## config.mk

```make
export PLATFORM = sky130hd
export DESIGN_NAME = weight_mem_writer
export DESIGN_NICKNAME = d
export VERILOG_FILES = /design/src/rtl/weight_mem_writer.sv
export SDC_FILE = /design/constraint.sdc
export NUM_CORES = 1
export LEC_CHECK = 0
export ABC_CLOCK_PERIOD_IN_PS = 23300
export CAP_MARGIN = 20
export CORE_MARGIN = 3
export CORE_UTILIZATION = 52
export DETAILED_ROUTE_END_ITERATION = 10
export GPL_ROUTABILITY_DRIVEN = 1
export PLACE_DENSITY = 0.77
export SETUP_SLACK_MARGIN = 0.5
export SLEW_MARGIN = 30
export SYNTH_ARGS = -nofsm -noshare
export SYNTH_HDL_FRONTEND = slang
export SYNTH_SLANG_ARGS = --single-unit
```

## constraint.sdc

```tcl
create_clock -name clk_i -period 23.3 [get_ports clk_i]
set_input_delay 4.66 -clock clk_i [delete_from_list [all_inputs] [get_ports clk_i]]
set_output_delay 4.66 -clock clk_i [all_outputs]
set_load 0.005 [all_outputs]
```

## src/rtl/weight_mem_writer.sv

```systemverilog
// Weight-memory write path: packs narrow DRAM beats into full array words
// and drives the mem2 write port; flags weight_ready_o once a round is in.
module weight_mem_writer #(
    parameter int N_ROWS_ARRAY = 16,
    parameter int F_WIDTH      = 8,
    parameter int BEAT_LANES   = 4,
    parameter int ADDR_WIDTH   = 16
) (
    input  logic                             clk_i,
    input  logic                             rd_weight_rst,
    input  logic                             start_i,
    input  logic [ADDR_WIDTH-1:0]            base_addr_i,
    input  logic [ADDR_WIDTH-1:0]            num_words_i,
    input  logic [BEAT_LANES*F_WIDTH-1:0]    s_data_i,
    input  logic                             s_valid_i,
    output logic                             s_ready_o,
    output logic [N_ROWS_ARRAY*F_WIDTH-1:0]  mem2_data_o,
    output logic [ADDR_WIDTH-1:0]            wr_addrs_mem2_o,
    output logic                             wr_mem2_ld_o,
    output logic                             busy_o,
    output logic                             done_o,
    output logic                             weight_ready_o
);

    localparam int BPW = N_ROWS_ARRAY / BEAT_LANES;
    localparam int BW  = BEAT_LANES * F_WIDTH;
    localparam int WW  = N_ROWS_ARRAY * F_WIDTH;
    localparam int CW  = (BPW > 1) ? $clog2(BPW) : 1;
    localparam logic [CW-1:0] LAST_BEAT = CW'(BPW - 1);

    typedef enum logic [1:0] {IDLE, PACK, FLUSH, DONE} state_e;

    state_e                state_q;
    logic [WW-1:0]         pack_q;
    logic [WW-1:0]         word_d;
    logic [CW-1:0]         beat_cnt_q;
    logic [ADDR_WIDTH-1:0] word_cnt_q;
    logic [ADDR_WIDTH-1:0] base_q;
    logic [ADDR_WIDTH-1:0] num_q;
    logic [WW-1:0]         data_q;
    logic [ADDR_WIDTH-1:0] addr_q;
    logic                  ld_q;
    logic                  wready_q;

    // Current beat merged into the partial word at its lane slot
    always_comb begin
        word_d = pack_q;
        word_d[int'(beat_cnt_q)*BW +: BW] = s_data_i;
    end

    always_ff @(posedge clk_i or posedge rd_weight_rst) begin
        if (rd_weight_rst) begin
            state_q    <= IDLE;
            pack_q     <= '0;
            beat_cnt_q <= '0;
            word_cnt_q <= '0;
            base_q     <= '0;
            num_q      <= '0;
            data_q     <= '0;
            addr_q     <= '0;
            ld_q       <= 1'b0;
            wready_q   <= 1'b0;
        end else begin
            ld_q <= 1'b0;
            unique case (state_q)
                IDLE: begin
                    if (start_i) begin
                        base_q     <= base_addr_i;
                        num_q      <= num_words_i;
                        pack_q     <= '0;
                        beat_cnt_q <= '0;
                        word_cnt_q <= '0;
                        wready_q   <= (num_words_i == '0);
                        state_q    <= (num_words_i == '0) ? DONE : PACK;
                    end
                end
                PACK: begin
                    if (s_valid_i) begin
                        if (beat_cnt_q == LAST_BEAT) begin
                            beat_cnt_q <= '0;
                            data_q     <= word_d;
                            addr_q     <= base_q + word_cnt_q;
                            ld_q       <= 1'b1;
                            word_cnt_q <= word_cnt_q + ADDR_WIDTH'(1);
                            if (word_cnt_q == num_q - ADDR_WIDTH'(1)) begin
                                state_q <= FLUSH;
                            end
                        end else begin
                            pack_q     <= word_d;
                            beat_cnt_q <= beat_cnt_q + CW'(1);
                        end
                    end
                end
                FLUSH: begin
                    wready_q <= 1'b1;
                    state_q  <= DONE;
                end
                DONE: begin
                    state_q <= IDLE;
                end
                default: state_q <= IDLE;
            endcase
        end
    end

    assign s_ready_o       = (state_q == PACK);
    assign busy_o          = (state_q != IDLE);
    assign done_o          = (state_q == DONE);
    assign mem2_data_o     = data_q;
    assign wr_addrs_mem2_o = addr_q;
    assign wr_mem2_ld_o    = ld_q;
    assign weight_ready_o  = wready_q;

endmodule

```

== After elaboration in Yosys (flattened, before gate mapping) ==
Cells that the tools add are included.

* Div/mod/pow operators: 0
* Multiply operators: 0
* Order comparisons: 0
* Add/subtract/negate cells: 5
* Mux-type cells: 24
* Reduce and logical (&&, ||, !) cells: 12
* Bitwise operators: 0
* Equal/unequal tests: 10
* Shifts and indexed selects: 2

{| class="wikitable"
|+ Operator list
! operator !! count
|-
| two-way mux 128 bit || 3
|-
| case mux 128 bit (2 select lines) || 1
|-
| bitwise mux 128 bit || 1
|-
| variable shift 32 x 33 -> 128 bit (first input constant) || 1
|-
| variable part select 32 x 33 -> 128 bit || 1
|-
| two-way mux 16 bit || 3
|-
| negation 7 -> 33 bit || 1
|-
| case mux 16 bit (2 select lines) || 1
|-
| adder 16 x 1 -> 16 bit (second input constant) || 1
|-
| adder 16 bit || 1
|-
| equality test 16 bit || 1
|-
| zero test 16 bit || 1
|-
| two-way mux 2 bit || 8
|-
| subtractor 16 x 1 -> 16 bit (second input constant) || 1
|-
| AND reduction 4 bit || 3
|-
| case mux 2 bit (4 select lines) || 1
|-
| equality test 2 bit (second input constant) || 3
|-
| inequality test 2 bit (second input constant) || 3
|-
| AND reduction 3 bit || 2
|-
| nonzero test 2 bit || 3
|-
| two-way mux 1 bit || 4
|-
| inequality test 2 x 1 -> 1 bit (second input constant) || 2
|-
| case mux 2 bit (2 select lines) || 1
|-
| AND reduction 2 bit || 2
|-
| other kinds (4) || 4
|}

* Bits in read-only memories: 0
* Flip-flop bits (word level): 326
* Latch bits: 0
* Memories: 0
* Output and inout port bits: 149
* Input port bits: 68
* RAM bits: 0
* Word-level logic and storage cells: 63

== Depth between registers and ports, before layout ==
* Depth in word-level cells: 6
* Gate-level depth with buffers: 10
* Mapped depth without buffers: 10

== Worst setup path after synthesis ==
Ideal clock, no wire load.

* Path kind: input to register
* Start point: in start_i
* End point: reg word_cnt_q[15]
* Required time: 23.172 ns
* Path buffers: 0
* Arrival: 5.874 ns
* Stages: 7
* Slack: 17.298 ns
* Path through: mux2i_1 > a21oi_1 > nand3_1 > nor3_1 > nand4_1 > xor2_1 > nor2_1

* Cells in the longest elaborated chain, start to end: 2

{| class="wikitable"
|+ Ends and longest elaborated chain
! what !! RTL line !! RTL
|-
| start, declared || 11 || <nowiki>input logic start_i,</nowiki>
|-
| inequality test 2 bit (no line) || - ||
|-
| AND reduction 4 bit (no line) || - ||
|-
| end signal, assigned || 84 || <nowiki>word_cnt_q <= word_cnt_q + ADDR_WIDTH'(1);</nowiki>
|-
| end, declared || 37 || <nowiki>logic [ADDR_WIDTH-1:0] word_cnt_q;</nowiki>
|}

Every way passes these cells.
A chain may end at the register's enable or synchronous reset.

== Worst setup path after layout ==
* Start point: in s_valid_i
* End point: reg data_q[59], in the netlist mem2_data_o[59]

* Cells in the longest elaborated chain, start to end: 1

{| class="wikitable"
|+ Ends and longest elaborated chain
! what !! RTL line !! RTL
|-
| start, declared || 15 || <nowiki>input logic s_valid_i,</nowiki>
|-
| AND reduction 3 bit (no line) || - ||
|-
| end signal, assigned || 81 || <nowiki>data_q <= word_d;</nowiki>
|-
| end, declared || 40 || <nowiki>logic [WW-1:0] data_q;</nowiki>
|}

Every way passes these cells.

==> out/metrics.yaml <==
clkTransAtPathRegs_ns: 0.06
syn_area_um2: 14400
drive_gt1_share_pct: 8.54
dieHeight_um: 172
antenna_found_initial: 0
drt-initial-drc-count: 1127
grt_pass1_wl_um: 60600
worstPathArrival_ns: 7.46
start_util_pct: 53.1
worst_ir_drop_vdd_v: 0.0000663
post_cts_buffers: 0
grt_max_degree: 140
area_growth_pct: 24.2
total_power_mw: 2.10
yosysUniqueCellTypes: 57
crit_required_ns: 23.74
leakagePower_nw: 8.01
power_density_nw_per_um2: 117
maxCapViolCount: 0
fin_util_pct: 65.9
cts_max_path_buffers: 3
fp.dieArea_um2: 29700
cp-end-kind: "flip-flop"
endpoint: "mem2_data_o[59]$_DFFE_PP0P_"
route.vias.total: 11400
drc: 0
r2r-start: "state_q[1]$_DFFE_PP0P_"
nets: 1559
power_frac_seq_pct: 40.0
ys_async_sr_fraction_pct: 100
cts_sinks: 326
grt_pass1_vias: 11100
core.rowCount: 60
synth_edf_count: 0
synthTopCellsByArea: "dfrtp_1 (57%), a221oi_1 (7.9%), a22o_1 (7.8%)"
setup_viol: 0
netlist_instances: 1321
slew_headroom_pct: 36.6
finClkSkew_ns: 0.0146
min_period_ns: 7.02
fin_setup_tns_ns: 0
max_freq_ghz: 0.142
worst_setup_path_start_kind: "input port"
hold_path.class: "flip-flop to flip-flop"
timing.hold.ws_ns: 0.493
io_pins: 217
synth_top_area_share_pct: 56.7
p_clk_share_pct: 26.4
cts_hold_buf: 0
yosys_warnings: 0
r2r_slack_ns: 20.02
detail-route-antenna-nets: 0
synth.avg_cell_area_um2: 10.9
synth.ff_latch_count: 326
worst_slew_pin_slew_ns: 0.948
synth-main-ff-cell: "dfrtp_1"
crit_path_start: "s_valid_i"
core_area_um2: 27100
synthesis.nets: 1418
pwr-share-comb_pct: 33.7
vias_per_cell: 6.13
place_hpwl_um: 23900
insertion_delay_ns: 0.51
rsz0062_at_grt: "false"
internal_power_mw: 1.40
die_x_um: 172
wl_per_cell_um: 20.4
htreeDepth: 2
overflow: 0
rr_worst_depth: 7
grt_util_all_layers_pct: 25.5
switching_share_pct: 33.2
place_congestion: 0.845
hold_viol_final: 0
fill_cells: 2039
slew_violations: 0
port_buffers: 216
ctsResizeCount: 0
p_sw_mw: 0.695
cts_tree: "yes"
drt-total-wl_um: 37900
yosysTopAreaCell: "dfrtp_1"
critPathKind: "input port to flip-flop"
min_period_over_period_pct: 30.1
status: "finished, final reports clean"
cts_root_buf: "clkbuf_16"
cp_max_fo: 103
ys_seq_area_share_pct: 56.7
timing.rr.end: "mem2_data_o[59]$_DFFE_PP0P_"
numCtsBuffers: 36
n_antenna_cell: 0
drtPass1Iterations: 5
## power by group through the flow
stage                     combinational [mW]  clock, mW  sequential, mW
final                                  0.706      0.554           0.838
after global routing                   0.776      0.584           0.855
after floorplan                        0.376          0           0.819
after CTS                              0.709      0.562           0.838
after detailed placement               0.704          0           0.846
after global placement                 0.686          0           0.843
## metal layers
metal  vias to the layer above  track usage [%]  routed length [um]  part of all wire (%)
met1                      5765             35.5               16200                    43
met2                       484             41.1               18000                    48
met3                        63             5.19                2760                   7.3
li1                       5075                -                   -                     -
met5                         -                0                   0                     0
met4                         0             7.50                 893                   2.4
## metrics by stage
step	worst slack (ns)	instance area (um2)	cells
detailed placement	15.85	16700	1796
CTS	16.35	17900	1859
finish	16.28	17900	1859
global placement	15.66	16700	1796
global route	16.04	17900	1859
floorplan	9.61	14400	1321
## cell usage in the layout (no fill, tap or decap), types with 6 or more instances in the layout
master | Yosys | layout
o21ai_0 | 17 | 17
o21a_1 | 7 | 7
clkbuf_1 | 104 | 10
inv_1 | 23 | 21
a221oi_1 | 129 | 129
clkdlybuf4s50_1 | 0 | 216
clkbuf_16 | 0 | 37
a21oi_1 | 20 | 20
xnor2_1 | 19 | 19
nand2_1 | 38 | 38
nand4_1 | 6 | 6
buf_4 | 0 | 10
nand3_1 | 14 | 13
ha_1 | 28 | 28
nor3_1 | 14 | 12
mux2i_1 | 6 | 6
a22o_1 | 128 | 128
mux2_2 | 32 | 32
xor2_1 | 26 | 26
nor2_1 | 284 | 281
nor4_1 | 7 | 6
dfrtp_1 | 326 | 326
## final cells by class
| class | count | area [um2] | area share (%) |
|---|---|---|---|
| Sequential cell | 326 | 8160 | 45.7 |
| Multi-Input combinational cell | 845 | 5730 | 32.1 |
| Timing Repair Buffer | 228 | 2260 | 12.6 |
| Clock buffer | 51 | 1020 | 5.70 |
| Tap cell | 372 | 465 | 2.61 |
| Clock inverter | 12 | 129 | 0.721 |
| Inverter | 25 | 109 | 0.609 |
## state kept, by name, indices dropped and copies added, names as in the netlist
signal / count
mem2_data_o: 128
beat_cnt_q: 2
wr_addrs_mem2_o: 16
wr_mem2_ld_o: 1
word_cnt_q: 16
num_q: 16
state_q: 2
base_q: 16
weight_ready_o: 1
pack_q: 128
## synthesized netlist by cell type (2+ instances only)
cell / count
nor2_1: 284
nand4_1: 6
nand2b_1: 3
mux2_2: 32
o21a_1: 7
xnor2_1: 19
ha_1: 28
nand3b_1: 2
a31oi_1: 4
or4_4: 2
o31ai_1: 4
and4_1: 2
dfrtp_1: 326
a22o_1: 128
or3_1: 3
inv_2: 2
a221oi_1: 129
and2_1: 2
and3_1: 2
or2_2: 5
xor2_1: 26
mux2i_1: 6
nor2b_1: 6
clkbuf_1: 104
o21ai_0: 17
nor4_1: 7
buf_1: 20
a21oi_1: 20
inv_1: 23
a21boi_0: 2
a21o_1: 5
nand3_1: 14
nor4b_1: 2
nor3_1: 14
o311a_1: 2
nand2_1: 38
o21ai_1: 5
## how the worst min path moves through the flow
stage / startpoint / to / depth (start not counted)
after global routing: pack_q[48]$_DFFE_PP0P_ / pack_q[48]$_DFFE_PP0P_ / 1
after floorplan: wr_addrs_mem2_o[4]$_DFFE_PP0P_ / wr_addrs_mem2_o[4]$_DFFE_PP0P_ / 2
after detailed placement: pack_q[30]$_DFFE_PP0P_ / pack_q[30]$_DFFE_PP0P_ / 1
final: wr_addrs_mem2_o[13]$_DFFE_PP0P_ / wr_addrs_mem2_o[13]$_DFFE_PP0P_ / 2
after CTS: wr_addrs_mem2_o[6]$_DFFE_PP0P_ / wr_addrs_mem2_o[6]$_DFFE_PP0P_ / 2
after global placement: wr_addrs_mem2_o[8]$_DFFE_PP0P_ / wr_addrs_mem2_o[8]$_DFFE_PP0P_ / 2
## worst max-delay path, cell delays in order
cell	delay (ns)
clkdlybuf4s50_1	0.60
nand3_4	0.58
inv_4	0.59
buf_6	0.69
nor2_1	0.12
nor2_1	0.14
## kinds of logic (layout without fill, tap and decap cells)
family | after synthesis | in the layout | share of synthesized area, %
and+or+nand+nor | 397 | 397 | 11.7
AOI/OAI and AO/OA | 336 | 336 | 19.4
DFF | 326 | 326 | 56.7
buffers and inverters | 150 | 316 | 3.97
xor gates and xnor gates | 45 | 45 | 2.74
muxes | 38 | 38 | 2.92
adders and majority gates | 29 | 29 | 2.57
Power figures use the tool's default switching activity.
